==> src/rtl/npu_circ_buf_drain_acc_if.sv <==
// Result handshake from the drain accumulator to the next NPU stage.
// Master drives the sum and valid; slave returns ready.
interface npu_circ_buf_drain_acc_if #(
  parameter int ACC_W = 32
);
  logic [ACC_W-1:0] acc_out;
  logic             acc_valid;
  logic             acc_ready;

  modport master (
    output acc_out,
    output acc_valid,
    input  acc_ready
  );

  modport slave (
    input  acc_out,
    input  acc_valid,
    output acc_ready
  );
endinterface

==> src/rtl/npu_circ_buf_drain_acc.sv <==
// Circular buffer drain: snoops writes to track occupancy, reads a frame,
// sign-extends and saturating-accumulates it, then hands the sum downstream.
module npu_circ_buf_drain_acc #(
  parameter  int DEPTH  = 64,
  parameter  int DATA_W = 16,
  parameter  int ACC_W  = 32,
  parameter  int LEN_W  = 8,
  localparam int OCC_W  = $clog2(DEPTH + 1)
) (
  input  logic              CLK,
  input  logic              npu_rst,
  input  logic              npu_circ_buf_write_en,
  output logic              npu_circ_buf_read_en,
  input  logic [DATA_W-1:0] npu_circ_buf_data_output,
  input  logic              start,
  input  logic [LEN_W-1:0]  frame_len,
  npu_circ_buf_drain_acc_if.master acc_if,
  output logic              busy,
  output logic              sat,
  output logic [OCC_W-1:0]  occupancy
);

  typedef enum logic [1:0] {
    IDLE,
    READ,
    DRAIN,
    HOLD
  } state_e;

  state_e             state_q;
  logic [OCC_W-1:0]   occ_q, occ_d;
  logic [LEN_W-1:0]   rem_q;
  logic [ACC_W-1:0]   acc_q, acc_d;
  logic [ACC_W-1:0]   acc_out_q;
  logic               acc_valid_q;
  logic               sat_q;
  logic               rd_d_q;
  logic               rd_en;
  logic               ovf;
  logic [ACC_W:0]     dext;
  logic [ACC_W:0]     sum;

  assign rd_en = (state_q == READ) && (occ_q != '0) && (rem_q != '0);

  assign npu_circ_buf_read_en = rd_en;
  assign acc_if.acc_out       = acc_out_q;
  assign acc_if.acc_valid     = acc_valid_q;
  assign busy                 = (state_q != IDLE);
  assign sat                  = sat_q;
  assign occupancy            = occ_q;

  always_comb begin
    occ_d = occ_q;
    unique case ({npu_circ_buf_write_en, rd_en})
      2'b10: if (occ_q != OCC_W'(DEPTH)) occ_d = occ_q + 1'b1;
      2'b01: if (occ_q != '0) occ_d = occ_q - 1'b1;
      default: ;
    endcase
  end

  // One guard bit above the accumulator exposes signed overflow.
  assign dext = {{(ACC_W + 1 - DATA_W){npu_circ_buf_data_output[DATA_W-1]}},
                 npu_circ_buf_data_output};
  assign sum  = {acc_q[ACC_W-1], acc_q} + dext;

  always_comb begin
    ovf   = sum[ACC_W] ^ sum[ACC_W-1];
    acc_d = sum[ACC_W-1:0];
    if (ovf) begin
      acc_d = sum[ACC_W] ? {1'b1, {(ACC_W-1){1'b0}}}
                         : {1'b0, {(ACC_W-1){1'b1}}};
    end
  end

  always_ff @(posedge CLK or posedge npu_rst) begin
    if (npu_rst) begin
      state_q     <= IDLE;
      occ_q       <= '0;
      rem_q       <= '0;
      acc_q       <= '0;
      acc_out_q   <= '0;
      acc_valid_q <= 1'b0;
      sat_q       <= 1'b0;
      rd_d_q      <= 1'b0;
    end else begin
      occ_q  <= occ_d;
      rd_d_q <= rd_en;
      if (rd_d_q) begin
        acc_q <= acc_d;
        if (ovf) sat_q <= 1'b1;
      end
      if (rd_en) rem_q <= rem_q - 1'b1;
      unique case (state_q)
        IDLE: begin
          if (start) begin
            acc_q <= '0;
            sat_q <= 1'b0;
            if (frame_len != '0) begin
              rem_q   <= frame_len;
              state_q <= READ;
            end else begin
              acc_out_q   <= '0;
              acc_valid_q <= 1'b1;
              state_q     <= HOLD;
            end
          end
        end
        READ: begin
          if (rd_en && rem_q == LEN_W'(1)) state_q <= DRAIN;
        end
        DRAIN: begin
          acc_out_q   <= acc_d;
          acc_valid_q <= 1'b1;
          state_q     <= HOLD;
        end
        HOLD: begin
          if (acc_if.acc_ready) begin
            acc_valid_q <= 1'b0;
            state_q     <= IDLE;
          end
        end
        default: state_q <= IDLE;
      endcase
    end
  end

endmodule

==> src/flat_wrapper.sv <==
// flat-port wrapper written by rule: the top's interface ports become plain ports
module npu_circ_buf_drain_acc_flat 
#(
  parameter  int DEPTH  = 64,
  parameter  int DATA_W = 16,
  parameter  int ACC_W  = 32,
  parameter  int LEN_W  = 8,
  localparam int OCC_W  = $clog2(DEPTH + 1)
)
  (CLK, npu_rst, npu_circ_buf_write_en, npu_circ_buf_read_en, npu_circ_buf_data_output, start, frame_len, busy, sat, occupancy, acc_if_acc_out, acc_if_acc_valid, acc_if_acc_ready);
  npu_circ_buf_drain_acc_if #(.ACC_W(ACC_W)) acc_if_i ();
  input  logic CLK;
  input  logic npu_rst;
  input  logic npu_circ_buf_write_en;
  output logic npu_circ_buf_read_en;
  input  logic [DATA_W-1:0] npu_circ_buf_data_output;
  input  logic start;
  input  logic [LEN_W-1:0] frame_len;
  output logic busy;
  output logic sat;
  output logic [OCC_W-1:0] occupancy;
  output wire logic [$bits(acc_if_i.acc_out)-1:0] acc_if_acc_out;
  output wire logic [$bits(acc_if_i.acc_valid)-1:0] acc_if_acc_valid;
  input wire logic [$bits(acc_if_i.acc_ready)-1:0] acc_if_acc_ready;
  assign acc_if_acc_out = acc_if_i.acc_out;
  assign acc_if_acc_valid = acc_if_i.acc_valid;
  assign acc_if_i.acc_ready = acc_if_acc_ready;
  npu_circ_buf_drain_acc #(.DEPTH(DEPTH), .DATA_W(DATA_W), .ACC_W(ACC_W), .LEN_W(LEN_W)) u_core (.CLK(CLK), .npu_rst(npu_rst), .npu_circ_buf_write_en(npu_circ_buf_write_en), .npu_circ_buf_read_en(npu_circ_buf_read_en), .npu_circ_buf_data_output(npu_circ_buf_data_output), .start(start), .frame_len(frame_len), .acc_if(acc_if_i), .busy(busy), .sat(sat), .occupancy(occupancy));
endmodule
==> config.mk <==
export PLATFORM = sky130hd
export DESIGN_NAME = npu_circ_buf_drain_acc_flat
export DESIGN_NICKNAME = d
export VERILOG_FILES = /design/src/rtl/npu_circ_buf_drain_acc_if.sv /design/src/rtl/npu_circ_buf_drain_acc.sv /design/src/flat_wrapper.sv
export SDC_FILE = /design/constraint.sdc
export NUM_CORES = 1
export LEC_CHECK = 0
export BUFFER_PORTS_ARGS = -buffer_cell sky130_fd_sc_hd__buf_2
export CAP_MARGIN = 20
export CORE_UTILIZATION = 40
export DETAILED_ROUTE_END_ITERATION = 10
export GPL_TIMING_DRIVEN = 0
export PLACE_DENSITY = 0.68
export SYNTH_ARGS = -nofsm -noshare
export SYNTH_HDL_FRONTEND = slang
export SYNTH_SLANG_ARGS = --single-unit
==> constraint.sdc <==
create_clock -name CLK -period 3.3 [get_ports CLK]
set_input_delay 0.165 -clock CLK [delete_from_list [all_inputs] [get_ports CLK]]
set_output_delay 0.165 -clock CLK [all_outputs]
set_load 0.01 [all_outputs]
==> results of run 1 <==
[tightest hold or removal path, delay by kind of cell]
kind | cells | cell delay, ns
compound gates | 1 | 0.06
buf+inv | 1 | 0.09
simple gates | 1 | 0.04
[where the power goes]
| group | leakage, nW | internal [mW] | total, mW | switching (mW) |
|---|---|---|---|---|
| clock | 0.149 | 0.626 | 1.04 | 0.414 |
| sequential | 1.06 | 1.51 | 1.82 | 0.305 |
| combinational | 1.99 | 1.95 | 4.84 | 2.89 |
| total | 3.20 | 4.09 | 7.70 | 3.60 |
[cell families after synthesis]
family                   count (synthesis)
buffers and inverters                   50
multiplexers                             6
adder cells (fa/ha/maj)                 48
XOR/XNOR                                35
AND/OR/NAND/NOR                        198
AO/OA/AOI/OAI                          237
flip-flops                              84
[worst min-delay path by stage]
stage,endpoint,slack [ns],cells after the start,start
6_report,u_core.rem_q[4],0.05,3,frame_len[4]
5_1_grt,u_core.rem_q[3],0.05,3,frame_len[3]
4_1_cts,u_core.rem_q[4],0.04,3,frame_len[4]
3_5_place_dp,u_core.acc_if.acc_out[6],0.19,2,npu_rst
3_3_place_gp,u_core.rem_q[4],0.39,3,frame_len[4]
2_1_floorplan,u_core.rem_q[0],0.28,2,frame_len[0]
[Yosys cell counts, types with 3 or more instances]
library cell               instances  area, µm²
sky130_fd_sc_hd__dfrtp_1          84       2100
sky130_fd_sc_hd__buf_2            11       55.1
sky130_fd_sc_hd__or3_1             5       31.3
sky130_fd_sc_hd__ha_1             46        576
sky130_fd_sc_hd__nor3_1           12       60.1
sky130_fd_sc_hd__mux2i_1           5       50.1
sky130_fd_sc_hd__nand2_1          95        357
sky130_fd_sc_hd__a21o_1           16        120
sky130_fd_sc_hd__xor2_1           11       96.3
sky130_fd_sc_hd__a211oi_1          9       67.6
sky130_fd_sc_hd__o21ai_0          78        390
sky130_fd_sc_hd__and3_1            3       18.8
sky130_fd_sc_hd__o21a_1            4       30.0
sky130_fd_sc_hd__nand2b_1          8       50.1
sky130_fd_sc_hd__nor4_1            6       37.5
sky130_fd_sc_hd__inv_1            23       86.3
sky130_fd_sc_hd__a31oi_1           4       25.0
sky130_fd_sc_hd__a21o_2            3       26.3
sky130_fd_sc_hd__nand4_1           7       43.8
sky130_fd_sc_hd__clkbuf_1          9       33.8
sky130_fd_sc_hd__xnor2_1          22        193
sky130_fd_sc_hd__nor2_1           36        135
sky130_fd_sc_hd__buf_4             3       22.5
sky130_fd_sc_hd__a21oi_2           4       35.0
sky130_fd_sc_hd__o21bai_1         11       82.6
sky130_fd_sc_hd__nand3_1          10       50.1
sky130_fd_sc_hd__a21oi_1          59        295
sky130_fd_sc_hd__o211ai_1         16        120
sky130_fd_sc_hd__buf_6             3       33.8
sky130_fd_sc_hd__a22o_1           16        140
[layout make-up]
class,instances,area [µm²]
plain buffers,27,154
clock buffers,12,256
clock inverters,4,47.5
fillers,1398,7170
inverters,23,88.8
multi-input cells,524,3500
flip-flops and latches,84,2100
well taps,180,225
repair buffers,79,450
[state kept, by name, summed over array words and instances, names as in the netlist]
register / count
u_core.acc_if.acc_out: 32
u_core.acc_if.acc_valid: 1
u_core.acc_q: 32
u_core.occupancy: 7
u_core.rd_d_q: 1
u_core.rem_q: 8
u_core.sat: 1
u_core.state_q: 2
[metrics by stage]
stage	std cells	util, %	cell area (µm²)	hold slack [ns]
global route	933	48.8	6820	0.0490
global placement	909	45.5	6370	0.393
CTS	928	48.2	6740	0.0359
finish	933	48.8	6820	0.0456
detailed placement	910	45.8	6400	0.191
floorplan	658	-	5790	0.282
[layer usage]
metal	track usage [%]	vias to the layer above	part of all wire, %
li1	-	2559	-
met1	29.6	2446	47
met2	34.6	116	46
met3	4.46	15	5.2
met4	5.34	0	1.4
met5	0	-	0
[what timing repair did]
action | CTS | global route
resized for setup | 2 | 11
endpoints found under the hold margin | 28 | 0
hold buffers | 1 | 0
pin swaps | 1 | 3
setup endpoints to repair | 31 | 63
setup buffers | 1 | 5
==> tab_implementation.tex, run 1 <==
\begin{tabular}{lr}
\hline
Metric & Value \\
\hline
\multicolumn{2}{l}{\textbf{Worst setup path}} \\
\quad Arrival time at the worst endpoint & 3.34 ns \\
\quad Worst reg2reg startpoint & u\_core.acc\_q[14] \\
\quad Kind of launch point of the worst setup path & register \\
\quad Total stage count of the critical path & 12 \\
\quad Count of buffer and inverter cells on the critical path & 3 \\
\quad Data required time at the worst endpoint & 3.50 ns \\
\quad Family with the most delay on the worst path & simple AND/OR/NAND/NOR gates \\
\quad Slowest stage delay, CP & 0.42 ns \\
\quad Setup slack of the most critical reg-to-reg path & 0.15 ns \\
\quad Maximum net fanout on the critical path & 10 \\
\quad Worst setup startpoint & u\_core.acc\_q[14] \\
\quad CP max stage cell & sky130\_fd\_sc\_hd\_\_or3\_1 \\
\quad Critical-path cell list & ha\_1 > buf\_4 > nand4\_2 > or3\_1 > a2111o\_1 > a21oi\_2 > or2\_1 > buf\_6 > o31ai\_4 > nand2\_1 > buf\_2 > o211ai\_1 \\
\quad Crit path capture type & register \\
\quad Worst setup path class & reg -> reg \\
\quad Register-to-Register Path Depth & 12 \\
\quad Reg2Reg Capture Point & u\_core.acc\_if.acc\_out[9] \\
\quad Critical Path End & u\_core.acc\_if.acc\_out[9] \\
\multicolumn{2}{l}{\textbf{Finish}} \\
\quad Most frequent cells in the layout & sky130\_fd\_sc\_hd\_\_nand2\_1 (95), sky130\_fd\_sc\_hd\_\_dfrtp\_1 (84), sky130\_fd\_sc\_hd\_\_buf\_2 (80) \\
\quad Share of post-route cells with drive strength above 1 & 18.7\% \\
\quad Diode insertion count for antenna repair & 0 \\
\quad Total Nets Final & 825 \\
\quad Most common library cell in the layout ignoring fill and taps & sky130\_fd\_sc\_hd\_\_nand2\_1 \\
\quad Synthesis-to-layout area growth & 17.8\% \\
\multicolumn{2}{l}{\textbf{Pwr}} \\
\quad Leakage & 3.20 nW \\
\quad Peak VDD IR & 0.000481 V \\
\quad Total design power & 7.70 mW \\
\quad Pwr dens & 1130 nW/µm² \\
\multicolumn{2}{l}{\textbf{Global route}} \\
\quad Vias in the first global route & 5041 \\
\quad Total global routing overflow & 0 \\
\quad Pin count of the biggest net entering global routing & 57 \\
\quad First-pass GRT wire length & 25.3 mm \\
\quad Antenna violations before repair & 0 \\
\quad All-Layer GR Usage & 21.6\% \\
\multicolumn{2}{l}{\textbf{Routing}} \\
\quad Detailed Routing Iterations Pass 1 & 5 \\
\quad Number of vias per cell & 5.50 \\
\quad Detail-routed net length per standard cell & 16.3 µm \\
\quad Final wirelength & 15.2 mm \\
\quad Detail Route Antenna Nets & 0 \\
\quad DRC violations left & 0 \\
\quad Number of DRC violations after detailed-routing iteration 0 & 345 \\
\quad Number of vias after detailed routing & 5136 \\
\multicolumn{2}{l}{\textbf{Yosys}} \\
\quad Synthesized area per cell & 8.80 µm² \\
\quad Yosys warnings & 0 \\
\quad Post-Syn Area & 5790 µm² \\
\quad Post-synthesis instance total & 658 \\
\quad Ys flop type & sky130\_fd\_sc\_hd\_\_dfrtp\_1 \\
\quad Dominant combinational cell family by area after synthesis & compound AO/OA/AOI/OAI gates \\
\quad Share of flip-flops with an asynchronous set or reset & 100\% \\
\quad Post-Synth Adder-Cell Area & 10.6\% \\
\quad Fraction of synthesized cell area in xor and xnor cells & 5.94\% \\
\quad Sequential-to-total area share from yosys stat & 36.3\% \\
\quad Number of synthesized flops with an enable pin & 0 \\
\quad Proportion of synthesized area in mux cells & 1.06\% \\
\quad Syn nets & 735 \\
\quad Share of synthesized cell area in and, or, nand and nor gates & 16.0\% \\
\quad Compound-gate portion of the synthesized area & 26.0\% \\
\quad Count of unique library cells instantiated by Yosys & 61 \\
\quad Synth Register Bits & 84 \\
\multicolumn{2}{l}{\textbf{Min path}} \\
\quad Classification of the worst-slack hold path & in -> reg \\
\multicolumn{2}{l}{\textbf{STA}} \\
\quad Max-slew headroom & 46.7\% \\
\quad Worst-Margin Slew & 0.797 ns \\
\quad Setup clock skew after layout & 0.0116 ns \\
\quad Number of max-slew violations in the final report & 0 \\
\quad Total count of hold-check failures in the final report & 0 \\
\quad Number of setup violations in the final report & 0 \\
\quad Unrepaired setup endpoints after global routing & false \\
\quad Tmin final & 3.15 ns \\
\quad Highest clock rate & 318 MHz \\
\quad TNS Setup & 0 ns \\
\quad Setup slack after layout & 0.153 ns \\
\quad Final worst-path cycle share & 95.4\% \\
\multicolumn{2}{l}{\textbf{Placed design}} \\
\quad Port Buf Inserts & 71 \\
\quad Post-detailed-placement half-perimeter wirelength & 11.6 mm \\
\quad GP Congestion & 0.922 \\
\quad Placement-stage worst setup slack & -0.104 ns \\
\multicolumn{2}{l}{\textbf{Floorplanning}} \\
\quad Number of standard-cell rows in the floorplan & 43 \\
\quad Initial Utilization & 41.4\% \\
\quad Overall die height & 122 µm \\
\quad Top-level I/O count & 72 \\
\quad Area of the die & 15000 µm² \\
\quad X dimension of the die & 122 µm \\
\quad Core Footprint & 14000 µm² \\
\multicolumn{2}{l}{\textbf{CTS}} \\
\quad Number of CTS-inserted buffers & 9 \\
\quad Insertion delay of the later-clocked pin in the worst-skew pair & 0.35 ns \\
\quad Clock sink count & 84 \\
\quad H-tree levels & 3 \\
\quad Clock transition at the registers of the reported paths & 0.06 ns \\
\quad TritonCTS clock tree & done \\
\quad Clock tree root buffer cell & sky130\_fd\_sc\_hd\_\_clkbuf\_16 \\
\quad Maximum buffer depth of the clock tree & 2 \\
\multicolumn{2}{l}{\textbf{Outcome}} \\
\quad Status & complete, no violations \\
\multicolumn{2}{l}{\textbf{Flow run}} \\
\quad Max-capacitance violation count & 0 \\
\hline
\end{tabular}
Power figures use the tool's default switching activity.
==> run 2: changes to the inputs <==
--- a/config.mk
+++ b/config.mk
@@ -5,12 +5,13 @@
 export SDC_FILE = /design/constraint.sdc
 export NUM_CORES = 1
 export LEC_CHECK = 0
+export ABC_AREA = 1
 export BUFFER_PORTS_ARGS = -buffer_cell sky130_fd_sc_hd__buf_2
 export CAP_MARGIN = 20
 export CORE_UTILIZATION = 40
 export DETAILED_ROUTE_END_ITERATION = 10
 export GPL_TIMING_DRIVEN = 0
-export PLACE_DENSITY = 0.68
+export PLACE_DENSITY = 0.67
 export SYNTH_ARGS = -nofsm -noshare
 export SYNTH_HDL_FRONTEND = slang
 export SYNTH_SLANG_ARGS = --single-unit
==> run 2 against run 1 <==
Total power is 5.6% higher. Critical path type unchanged. Largest power group unchanged. Non-clock buffer count is 11 lower. First-iteration DRC count is 8.7% lower. Wire length is 10% higher. Critical endpoint is now u_core.occupancy[6]. Clock skew is 0.0033 ns lower. Synthesized area is 7.8% higher.
==> tab_implementation.tex, run 2 <==
\begin{tabular}{lr}
\hline
Metric & Value \\
\hline
\multicolumn{2}{l}{\textbf{Min path}} \\
\quad Launch point of the worst hold path & frame\_len[1] (was frame\_len[4]) \\
\quad Hold Path Cell Cnt & 3 (unchanged) \\
\quad Classification of the worst-slack hold path & in -> reg (unchanged) \\
\quad End point of the most critical hold path & u\_core.rem\_q[1] (was u\_core.rem\_q[4]) \\
\multicolumn{2}{l}{\textbf{Floorplanning}} \\
\quad Core Footprint & 15200 µm² (was 14000 µm²) \\
\quad Number of standard-cell rows in the floorplan & 45 (was 43) \\
\quad Initial Utilization & 41.1\% (was 41.4\%) \\
\quad X dimension of the die & 127 µm (was 122 µm) \\
\quad Overall die height & 127 µm (was 122 µm) \\
\quad Top-level I/O count & 72 (unchanged) \\
\quad Area of the die & 16100 µm² (was 15000 µm²) \\
\multicolumn{2}{l}{\textbf{Worst setup path}} \\
\quad Most numerous cell on the critical path & sky130\_fd\_sc\_hd\_\_inv\_1 \\
\quad Reg2Reg Capture Point & u\_core.occupancy[6] (was u\_core.acc\_if.acc\_out[9]) \\
\quad Data required time at the worst endpoint & 3.57 ns (was 3.50 ns) \\
\quad Maximum net fanout on the critical path & 7 (was 10) \\
\quad Arrival time at the worst endpoint & 3.33 ns (was 3.34 ns) \\
\quad Kind of launch point of the worst setup path & register (unchanged) \\
\quad Critical-path cell list & inv\_1 > ha\_1 > inv\_1 > a31oi\_2 > nand2\_2 > inv\_4 > ha\_2 > inv\_1 > fa\_1 > inv\_1 > a21oi\_1 > o21ai\_1 > nand2\_1 > nand2\_1 > a21oi\_1 > or2\_2 > nand3\_1 > xor2\_1 (was ha\_1 > buf\_4 > nand4\_2 > or3\_1 > a2111o\_1 > a21oi\_2 > or2\_1 > buf\_6 > o31ai\_4 > nand2\_1 > buf\_2 > o211ai\_1) \\
\quad Worst reg2reg startpoint & u\_core.state\_q[1] (was u\_core.acc\_q[14]) \\
\quad Worst setup path class & reg -> reg (unchanged) \\
\quad CP max stage cell & sky130\_fd\_sc\_hd\_\_dfrtp\_1 (was sky130\_fd\_sc\_hd\_\_or3\_1) \\
\quad Crit path capture type & register (unchanged) \\
\quad Register-to-Register Path Depth & 18 (was 12) \\
\quad Slowest stage delay, CP & 0.40 ns (was 0.42 ns) \\
\quad Setup slack of the most critical reg-to-reg path & 0.24 ns (was 0.15 ns) \\
\multicolumn{2}{l}{\textbf{Global route}} \\
\quad Met1 Track Usage GR & 28.5\% (was 29.6\%) \\
\quad First-pass GRT wire length & 27.6 mm (was 25.3 mm) \\
\quad Total global routing overflow & 0 (unchanged) \\
\quad M3 GR Usage & 4.60\% (was 4.46\%) \\
\quad Pin count of the biggest net entering global routing & 46 (was 57) \\
\quad Vias in the first global route & 5667 (was 5041) \\
\quad GRT Max-Usage Layer & met2 (unchanged) \\
\quad Met2 track utilization from global routing & 36.1\% (was 34.6\%) \\
\quad Antenna violations before repair & 0 (unchanged) \\
\quad All-Layer GR Usage & 21.9\% (was 21.6\%) \\
\multicolumn{2}{l}{\textbf{Flow run}} \\
\quad Max-capacitance violation count & 0 (unchanged) \\
\multicolumn{2}{l}{\textbf{STA}} \\
\quad Number of max-slew violations in the final report & 0 (unchanged) \\
\quad Max-slew headroom & 56.9\% (was 46.7\%) \\
\quad Highest clock rate & 327 MHz (was 318 MHz) \\
\quad Number of setup violations in the final report & 0 (unchanged) \\
\quad Tmin final & 3.06 ns (was 3.15 ns) \\
\quad Setup clock skew after layout & 0.00826 ns (was 0.0116 ns) \\
\quad Unrepaired setup endpoints after global routing & false (unchanged) \\
\quad Setup slack after layout & 0.244 ns (was 0.153 ns) \\
\quad Worst-Margin Slew & 0.646 ns (was 0.797 ns) \\
\quad Final worst-path cycle share & 92.6\% (was 95.4\%) \\
\quad Total count of hold-check failures in the final report & 0 (unchanged) \\
\multicolumn{2}{l}{\textbf{Finish}} \\
\quad Diode insertion count for antenna repair & 0 (unchanged) \\
\quad Synthesis-to-layout area growth & 15.0\% (was 17.8\%) \\
\quad Filler cell count & 1588 (was 1398) \\
\quad Final Instance Area & 7180 µm² (was 6820 µm²) \\
\quad Register Area & 2100 µm² (unchanged) \\
\quad Most frequent cells in the layout & sky130\_fd\_sc\_hd\_\_nand2\_1 (301), sky130\_fd\_sc\_hd\_\_inv\_1 (105), sky130\_fd\_sc\_hd\_\_dfrtp\_1 (84) (was sky130\_fd\_sc\_hd\_\_nand2\_1 (95), sky130\_fd\_sc\_hd\_\_dfrtp\_1 (84), sky130\_fd\_sc\_hd\_\_buf\_2 (80)) \\
\quad Most common library cell in the layout ignoring fill and taps & sky130\_fd\_sc\_hd\_\_nand2\_1 (unchanged) \\
\quad Area occupied by multi-input gates & 3610 µm² (was 3500 µm²) \\
\quad Share of post-route cells with drive strength above 1 & 14.3\% (was 18.7\%) \\
\quad Cell Count, Final, Fillers Out & 1178 (was 933) \\
\quad Utilization after layout & 47.2\% (was 48.8\%) \\
\quad Total Nets Final & 1063 (was 825) \\
\multicolumn{2}{l}{\textbf{Yosys}} \\
\quad Cells taking the most area after synthesis & sky130\_fd\_sc\_hd\_\_dfrtp\_1 (34\%), sky130\_fd\_sc\_hd\_\_nand2\_1 (18\%), sky130\_fd\_sc\_hd\_\_ha\_1 (9.2\%) (was sky130\_fd\_sc\_hd\_\_dfrtp\_1 (36\%), sky130\_fd\_sc\_hd\_\_ha\_1 (9.9\%), sky130\_fd\_sc\_hd\_\_o21ai\_0 (6.7\%)) \\
\quad Leading cell type by number of instances after synthesis & sky130\_fd\_sc\_hd\_\_nand2\_1 (unchanged) \\
\quad Syn nets & 977 (was 735) \\
\quad Count of unique library cells instantiated by Yosys & 36 (was 61) \\
\quad Ys flop type & sky130\_fd\_sc\_hd\_\_dfrtp\_1 (unchanged) \\
\quad Post-Syn Area & 6240 µm² (was 5790 µm²) \\
\quad Share of Yosys cell area claimed by the top area cell type & 33.7\% (was 36.3\%) \\
\quad Number of synthesized flops with an enable pin & 0 (unchanged) \\
\quad Synth Register Bits & 84 (unchanged) \\
\quad Yosys warnings & 0 (unchanged) \\
\quad Post-synthesis instance total & 900 (was 658) \\
\quad Sequential-to-total area share from yosys stat & 33.7\% (was 36.3\%) \\
\quad Share of flip-flops with an asynchronous set or reset & 100\% (unchanged) \\
\quad Cell accounting for the most synthesized area & sky130\_fd\_sc\_hd\_\_dfrtp\_1 (unchanged) \\
\quad Synthesized area per cell & 6.94 µm² (was 8.80 µm²) \\
\quad Leading cell types by count after synthesis & sky130\_fd\_sc\_hd\_\_nand2\_1 (302), sky130\_fd\_sc\_hd\_\_inv\_1 (107), sky130\_fd\_sc\_hd\_\_dfrtp\_1 (84), sky130\_fd\_sc\_hd\_\_nor2\_1 (76), sky130\_fd\_sc\_hd\_\_a21oi\_1 (59) (was sky130\_fd\_sc\_hd\_\_nand2\_1 (95), sky130\_fd\_sc\_hd\_\_dfrtp\_1 (84), sky130\_fd\_sc\_hd\_\_o21ai\_0 (78), sky130\_fd\_sc\_hd\_\_a21oi\_1 (59), sky130\_fd\_sc\_hd\_\_ha\_1 (46)) \\
\multicolumn{2}{l}{\textbf{CTS}} \\
\quad TritonCTS clock tree & done (unchanged) \\
\quad Number of CTS-inserted buffers & 9 (unchanged) \\
\quad Insertion delay of the later-clocked pin in the worst-skew pair & 0.35 ns (about the same) \\
\quad Clock transition at the registers of the reported paths & 0.06 ns (about the same) \\
\quad Clock sink count & 84 (unchanged) \\
\quad Maximum buffer depth of the clock tree & 2 (unchanged) \\
\quad H-tree levels & 3 (unchanged) \\
\quad Clock tree root buffer cell & sky130\_fd\_sc\_hd\_\_clkbuf\_16 (unchanged) \\
\multicolumn{2}{l}{\textbf{Routing}} \\
\quad Detail-routed net length per standard cell & 14.2 µm (was 16.3 µm) \\
\quad Detailed Routing Iterations Pass 1 & 5 (unchanged) \\
\quad Number of DRC violations after detailed-routing iteration 0 & 315 (was 345) \\
\quad Number of vias after detailed routing & 5890 (was 5136) \\
\quad Final wirelength & 16.7 mm (was 15.2 mm) \\
\quad Detail Route Antenna Nets & 0 (unchanged) \\
\quad DRC violations left & 0 (unchanged) \\
\quad Number of vias per cell & 5.00 (was 5.50) \\
\multicolumn{2}{l}{\textbf{Placed design}} \\
\quad Cell count after placement & 1160 (was 910) \\
\quad GP Congestion & 0.913 (was 0.922) \\
\quad Placement Cell Area & 6860 µm² (was 6400 µm²) \\
\quad Port Buf Inserts & 71 (unchanged) \\
\quad Post-detailed-placement half-perimeter wirelength & 13.1 mm (was 11.6 mm) \\
\quad Placement-stage worst setup slack & -0.120 ns (was -0.104 ns) \\
\multicolumn{2}{l}{\textbf{Pwr}} \\
\quad Peak VDD IR & 0.000593 V (was 0.000481 V) \\
\quad Pwr dens & 1130 nW/µm² (about the same) \\
\quad Total design power & 8.13 mW (was 7.70 mW) \\
\quad Leakage & 3.93 nW (was 3.20 nW) \\
\multicolumn{2}{l}{\textbf{Outcome}} \\
\quad Status & complete, no violations (unchanged) \\
\hline
\end{tabular}
run 2: worst max-delay path by stage:
stage	end	slack (ns)	start
5_1_grt	u_core.occupancy[6]	0.02	u_core.state_q[1]
4_1_cts	u_core.occupancy[6]	0.003	u_core.state_q[1]
3_5_place_dp	u_core.occupancy[6]	-0.12	u_core.state_q[1]
3_3_place_gp	u_core.acc_q[25]	-0.16	npu_rst
6_report	u_core.occupancy[6]	0.24	u_core.state_q[1]
2_1_floorplan	u_core.occupancy[6]	0.34	u_core.state_q[1]
run 2: where the power goes:
| group | leakage [nW] | switching [mW] | internal [mW] |
|---|---|---|---|
| Combinational | 2.74 | 3.48 | 1.88 |
| Clock | 0.133 | 0.421 | 0.544 |
| Sequential | 1.06 | 0.295 | 1.50 |
| Total | 3.93 | 4.20 | 3.93 |
run 2: cell families after synthesis:
logic type | synth area share [%]
AOI/OAI and AO/OA | 15.6
and+or+nand+nor | 28.1
buffers and inverters | 8.72
DFF | 33.7
adders and majority gates | 9.86
xor gates and xnor gates | 4.07
run 2: layer usage:
layer | vias to the layer above | share of wire (%)
met5 | - | 0
met3 | 17 | 6.7
li1 | 3036 | -
met2 | 152 | 46
met1 | 2685 | 46
met4 | 0 | 1.7
run 2: area by class of cell:
type | count | area share [%]
multi-input combinational | 679 | 50.3
sequential | 84 | 29.3
inverter | 117 | 6.19
timing repair buffer | 75 | 5.68
clock buffer | 11 | 3.52
tap | 188 | 3.28
buffer | 20 | 1.46
clock inverter | 4 | 0.348
run 2: worst max-delay path: cells and delay by family, from the launching register on:
family / cells / cell delay (ns)
adder cells (fa/ha/maj): 3 / 0.82
AND/OR/NAND/NOR: 5 / 0.64
AO/OA/AOI/OAI: 4 / 0.49
buffers and inverters: 5 / 0.46
flip-flops: 1 / 0.40
XOR/XNOR: 1 / 0.15
run 2: timing repair:
action | 4_1_cts | 5_1_grt
resized for setup | 2 | 4
endpoints found under the hold margin | 39 | 0
hold buffers | 1 | 0
setup endpoints to repair | 1 | 2
setup buffers | 0 | 2
pin swaps | 0 | 1
run 2: metrics by stage:
stage	TNS (ns)	hold slack (ns)
after floorplan	0	0.282
after global placement	-12.89	0.389
after detailed placement	-0.120	0.256
after CTS	0	0.0298
after global routing	0	0.0540
final	0	0.0362
==> run 3: changes to the inputs <==
--- a/config.mk
+++ b/config.mk
@@ -8,6 +8,7 @@
 export ABC_AREA = 1
 export BUFFER_PORTS_ARGS = -buffer_cell sky130_fd_sc_hd__buf_2
 export CAP_MARGIN = 20
+export CORE_ASPECT_RATIO = 0.8
 export CORE_UTILIZATION = 40
 export DETAILED_ROUTE_END_ITERATION = 10
 export GPL_TIMING_DRIVEN = 0
==> run 3 against run 2 <==
Worst hold slack lost 0.017 ns. Wire length shrank 1.5%. Utilization grew 0.70 points. Cell area grew 0.89%. Largest cell class unchanged. Largest power group unchanged.
==> tab_implementation.tex, run 3 (synthesis gave the netlist of run 2 again) <==
\begin{tabular}{lr}
\hline
Metric & Value \\
\hline
\multicolumn{2}{l}{\textbf{Min path}} \\
\quad Classification of the worst-slack hold path & in -> reg (unchanged) \\
\multicolumn{2}{l}{\textbf{CTS}} \\
\quad Maximum buffer depth of the clock tree & 2 (unchanged) \\
\quad H-tree levels & 3 (unchanged) \\
\quad Clock sink count & 84 (unchanged) \\
\quad Clock tree root buffer cell & sky130\_fd\_sc\_hd\_\_clkbuf\_16 (unchanged) \\
\quad Number of CTS-inserted buffers & 9 (unchanged) \\
\quad Buffer count from post-CTS setup fixing & 0 (unchanged) \\
\quad Insertion delay of the later-clocked pin in the worst-skew pair & 0.36 ns (was 0.35 ns) \\
\quad Clock transition at the registers of the reported paths & 0.07 ns (was 0.06 ns) \\
\quad TritonCTS clock tree & done (unchanged) \\
\multicolumn{2}{l}{\textbf{STA}} \\
\quad Setup clock skew after layout & 0.00859 ns (was 0.00826 ns) \\
\quad Total count of hold-check failures in the final report & 0 (unchanged) \\
\quad Max-slew headroom & 59.4\% (was 56.9\%) \\
\quad Final worst-path cycle share & 93.0\% (was 92.6\%) \\
\quad Number of setup violations in the final report & 0 (unchanged) \\
\quad Highest clock rate & 326 MHz (was 327 MHz) \\
\quad Number of max-slew violations in the final report & 0 (unchanged) \\
\quad Tmin final & 3.07 ns (was 3.06 ns) \\
\quad Worst-Margin Slew & 0.606 ns (was 0.646 ns) \\
\multicolumn{2}{l}{\textbf{Floorplanning}} \\
\quad Area of the die & 16100 µm² (about the same) \\
\quad Overall die height & 114 µm (was 127 µm) \\
\quad X dimension of the die & 142 µm (was 127 µm) \\
\quad Number of standard-cell rows in the floorplan & 40 (was 45) \\
\quad Initial Utilization & 41.3\% (was 41.1\%) \\
\quad Top-level I/O count & 72 (unchanged) \\
\quad Core Footprint & 15100 µm² (was 15200 µm²) \\
\multicolumn{2}{l}{\textbf{Placed design}} \\
\quad Cell count after placement & 1182 (was 1160) \\
\quad Port Buf Inserts & 71 (unchanged) \\
\quad GP Congestion & 0.946 (was 0.913) \\
\quad Post-detailed-placement half-perimeter wirelength & 13.1 mm (about the same) \\
\quad Placement Cell Area & 6890 µm² (was 6860 µm²) \\
\multicolumn{2}{l}{\textbf{Flow run}} \\
\quad Max-capacitance violation count & 0 (unchanged) \\
\multicolumn{2}{l}{\textbf{Pwr}} \\
\quad Total internal power & 4.04 mW (was 3.93 mW) \\
\quad Gate power share & 64.6\% (was 66.0\%) \\
\quad Pwr dens & 1140 nW/µm² (was 1130 nW/µm²) \\
\quad Total design power & 8.25 mW (was 8.13 mW) \\
\quad Net switching power & 4.21 mW (was 4.20 mW) \\
\quad Switching portion of total power & 51.0\% (was 51.6\%) \\
\quad Leakage & 3.95 nW (was 3.93 nW) \\
\quad Sequential cell fraction of total power & 21.9\% (was 22.1\%) \\
\quad Clock network power share & 13.5\% (was 11.9\%) \\
\quad Peak VDD IR & 0.000508 V (was 0.000593 V) \\
\multicolumn{2}{l}{\textbf{Finish}} \\
\quad Most frequent cells in the layout & sky130\_fd\_sc\_hd\_\_nand2\_1 (301), sky130\_fd\_sc\_hd\_\_inv\_1 (105), sky130\_fd\_sc\_hd\_\_dfrtp\_1 (84) (unchanged) \\
\quad Final Instance Area & 7240 µm² (was 7180 µm²) \\
\quad Most common library cell in the layout ignoring fill and taps & sky130\_fd\_sc\_hd\_\_nand2\_1 (unchanged) \\
\quad Utilization after layout & 47.9\% (was 47.2\%) \\
\quad Diode insertion count for antenna repair & 0 (unchanged) \\
\quad Filler cell count & 1596 (was 1588) \\
\quad Total Nets Final & 1061 (was 1063) \\
\quad Share of post-route cells with drive strength above 1 & 14.1\% (was 14.3\%) \\
\quad Cell Count, Final, Fillers Out & 1199 (was 1178) \\
\quad Area occupied by multi-input gates & 3610 µm² (about the same) \\
\quad Register Area & 2100 µm² (unchanged) \\
\quad Synthesis-to-layout area growth & 16.0\% (was 15.0\%) \\
\multicolumn{2}{l}{\textbf{Routing}} \\
\quad Detail-routed net length per standard cell & 13.7 µm (was 14.2 µm) \\
\quad WL met1 & 8.42 mm (was 7.64 mm) \\
\quad Detailed Routing Iterations Pass 1 & 5 (unchanged) \\
\quad Uppermost routed layer & met4 (unchanged) \\
\quad Detail Route Antenna Nets & 0 (unchanged) \\
\quad Number of vias per cell & 4.93 (was 5.00) \\
\quad Final wirelength & 16.5 mm (was 16.7 mm) \\
\quad DRC violations left & 0 (unchanged) \\
\quad Wire length on met2 & 6.88 mm (was 7.70 mm) \\
\quad Number of vias after detailed routing & 5917 (was 5890) \\
\quad Met3 routed wirelength & 956 µm (was 1.12 mm) \\
\quad Number of DRC violations after detailed-routing iteration 0 & 291 (was 315) \\
\multicolumn{2}{l}{\textbf{Global route}} \\
\quad Vias in the first global route & 5753 (was 5667) \\
\quad Antenna violations before repair & 0 (unchanged) \\
\quad First-pass GRT wire length & 27.7 mm (was 27.6 mm) \\
\quad Pin count of the biggest net entering global routing & 65 (was 46) \\
\quad Total global routing overflow & 0 (unchanged) \\
\quad All-Layer GR Usage & 22.0\% (was 21.9\%) \\
\multicolumn{2}{l}{\textbf{Worst setup path}} \\
\quad Kind of launch point of the worst setup path & register (unchanged) \\
\quad Worst setup path class & reg -> reg (unchanged) \\
\quad Data required time at the worst endpoint & 3.58 ns (was 3.57 ns) \\
\quad Crit path capture type & register (unchanged) \\
\quad Maximum net fanout on the critical path & 8 (was 7) \\
\quad Slowest stage delay, CP & 0.41 ns (was 0.40 ns) \\
\quad CP max stage cell & sky130\_fd\_sc\_hd\_\_dfrtp\_1 (unchanged) \\
\quad Count of buffer and inverter cells on the critical path & 5 (unchanged) \\
\quad Family with the most delay on the worst path & adder cells (unchanged) \\
\quad Critical-path cell list & inv\_1 > ha\_1 > inv\_1 > a31oi\_1 > nand2\_2 > inv\_4 > ha\_4 > inv\_1 > fa\_1 > inv\_1 > a21oi\_1 > o21ai\_1 > nand2\_1 > nand2\_1 > a21oi\_1 > or2\_2 > nand3\_1 > xor2\_1 (was inv\_1 > ha\_1 > inv\_1 > a31oi\_2 > nand2\_2 > inv\_4 > ha\_2 > inv\_1 > fa\_1 > inv\_1 > a21oi\_1 > o21ai\_1 > nand2\_1 > nand2\_1 > a21oi\_1 > or2\_2 > nand3\_1 > xor2\_1) \\
\quad Most numerous cell on the critical path & sky130\_fd\_sc\_hd\_\_inv\_1 (unchanged) \\
\quad Arrival time at the worst endpoint & 3.35 ns (was 3.33 ns) \\
\multicolumn{2}{l}{\textbf{Outcome}} \\
\quad Status & complete, no violations (unchanged) \\
\hline
\end{tabular}
run 3: routing by layer:
| layer | up-vias | GRT usage (%) |
|---|---|---|
| met2 | 144 | 33.9 |
| met1 | 2712 | 30.9 |
| met3 | 17 | 4.95 |
| li1 | 3044 | - |
| met4 | 0 | 6.31 |
| met5 | - | 0 |
run 3: power groups by stage:
stage	clock network [mW]	registers, mW	logic (mW)
after floorplan	0	1.83	3.86
after global placement	0	1.81	5.18
after detailed placement	0	1.82	5.25
after CTS	1.14	1.81	5.30
after global routing	1.18	1.86	6.03
final	1.12	1.81	5.33
run 3: worst reg2reg max path: stages (launching register included):
cell                      delay (ns)
sky130_fd_sc_hd__dfrtp_1        0.41
sky130_fd_sc_hd__inv_1          0.11
sky130_fd_sc_hd__ha_1           0.17
sky130_fd_sc_hd__inv_1          0.06
sky130_fd_sc_hd__a31oi_1        0.20
sky130_fd_sc_hd__nand2_2        0.18
sky130_fd_sc_hd__inv_4          0.15
sky130_fd_sc_hd__ha_4           0.18
sky130_fd_sc_hd__inv_1          0.11
sky130_fd_sc_hd__fa_1           0.41
sky130_fd_sc_hd__inv_1          0.07
sky130_fd_sc_hd__a21oi_1        0.06
sky130_fd_sc_hd__o21ai_1        0.19
sky130_fd_sc_hd__nand2_1        0.09
sky130_fd_sc_hd__nand2_1        0.06
sky130_fd_sc_hd__a21oi_1        0.06
sky130_fd_sc_hd__or2_2          0.27
sky130_fd_sc_hd__nand3_1        0.08
sky130_fd_sc_hd__xor2_1         0.14
run 3: path summary, 6_finish.rpt:
path	from	end	slack, ns	depth (start not counted)
max in group asynchronous	npu_rst	u_core.acc_if.acc_out[12]	2.38	4
hold reg to reg	u_core.acc_if.acc_out[30]	u_core.acc_if.acc_out[30]	0.48	2
hold / removal	frame_len[5]	u_core.rem_q[5]	0.02	3
setup / recovery	u_core.state_q[1]	u_core.occupancy[6]	0.23	18
setup reg to reg	u_core.state_q[1]	u_core.occupancy[6]	0.23	18
min in group asynchronous	npu_rst	u_core.acc_if.acc_out[19]	0.31	3
run 3: repair_timing:
item                                    4_1_cts  5_1_grt
gates resized for setup                       2        4
endpoints found under the setup margin        2        3
hold endpoints to repair                     20        0
hold buffers                                  1        0
run 3: cell type report:
type | count | share of cell area, %
Buffer | 20 | 1.45
Sequential cell | 84 | 29.0
Tap cell | 210 | 3.63
Clock inverter | 6 | 1.33
Clock buffer | 10 | 3.16
Timing Repair Buffer | 73 | 5.42
Inverter | 117 | 6.13
Multi-Input combinational cell | 679 | 49.9
run 3: per-stage QoR:
step	TNS, ns	setup WS [ns]	hold slack [ns]
after floorplan	0	0.338	0.282
after global placement	-12.19	-0.159	0.386
after detailed placement	-0.136	-0.124	0.147
after CTS	0	0.0220	0.00672
after global routing	-0.00856	-0.00856	0.0195
final	0	0.232	0.0192
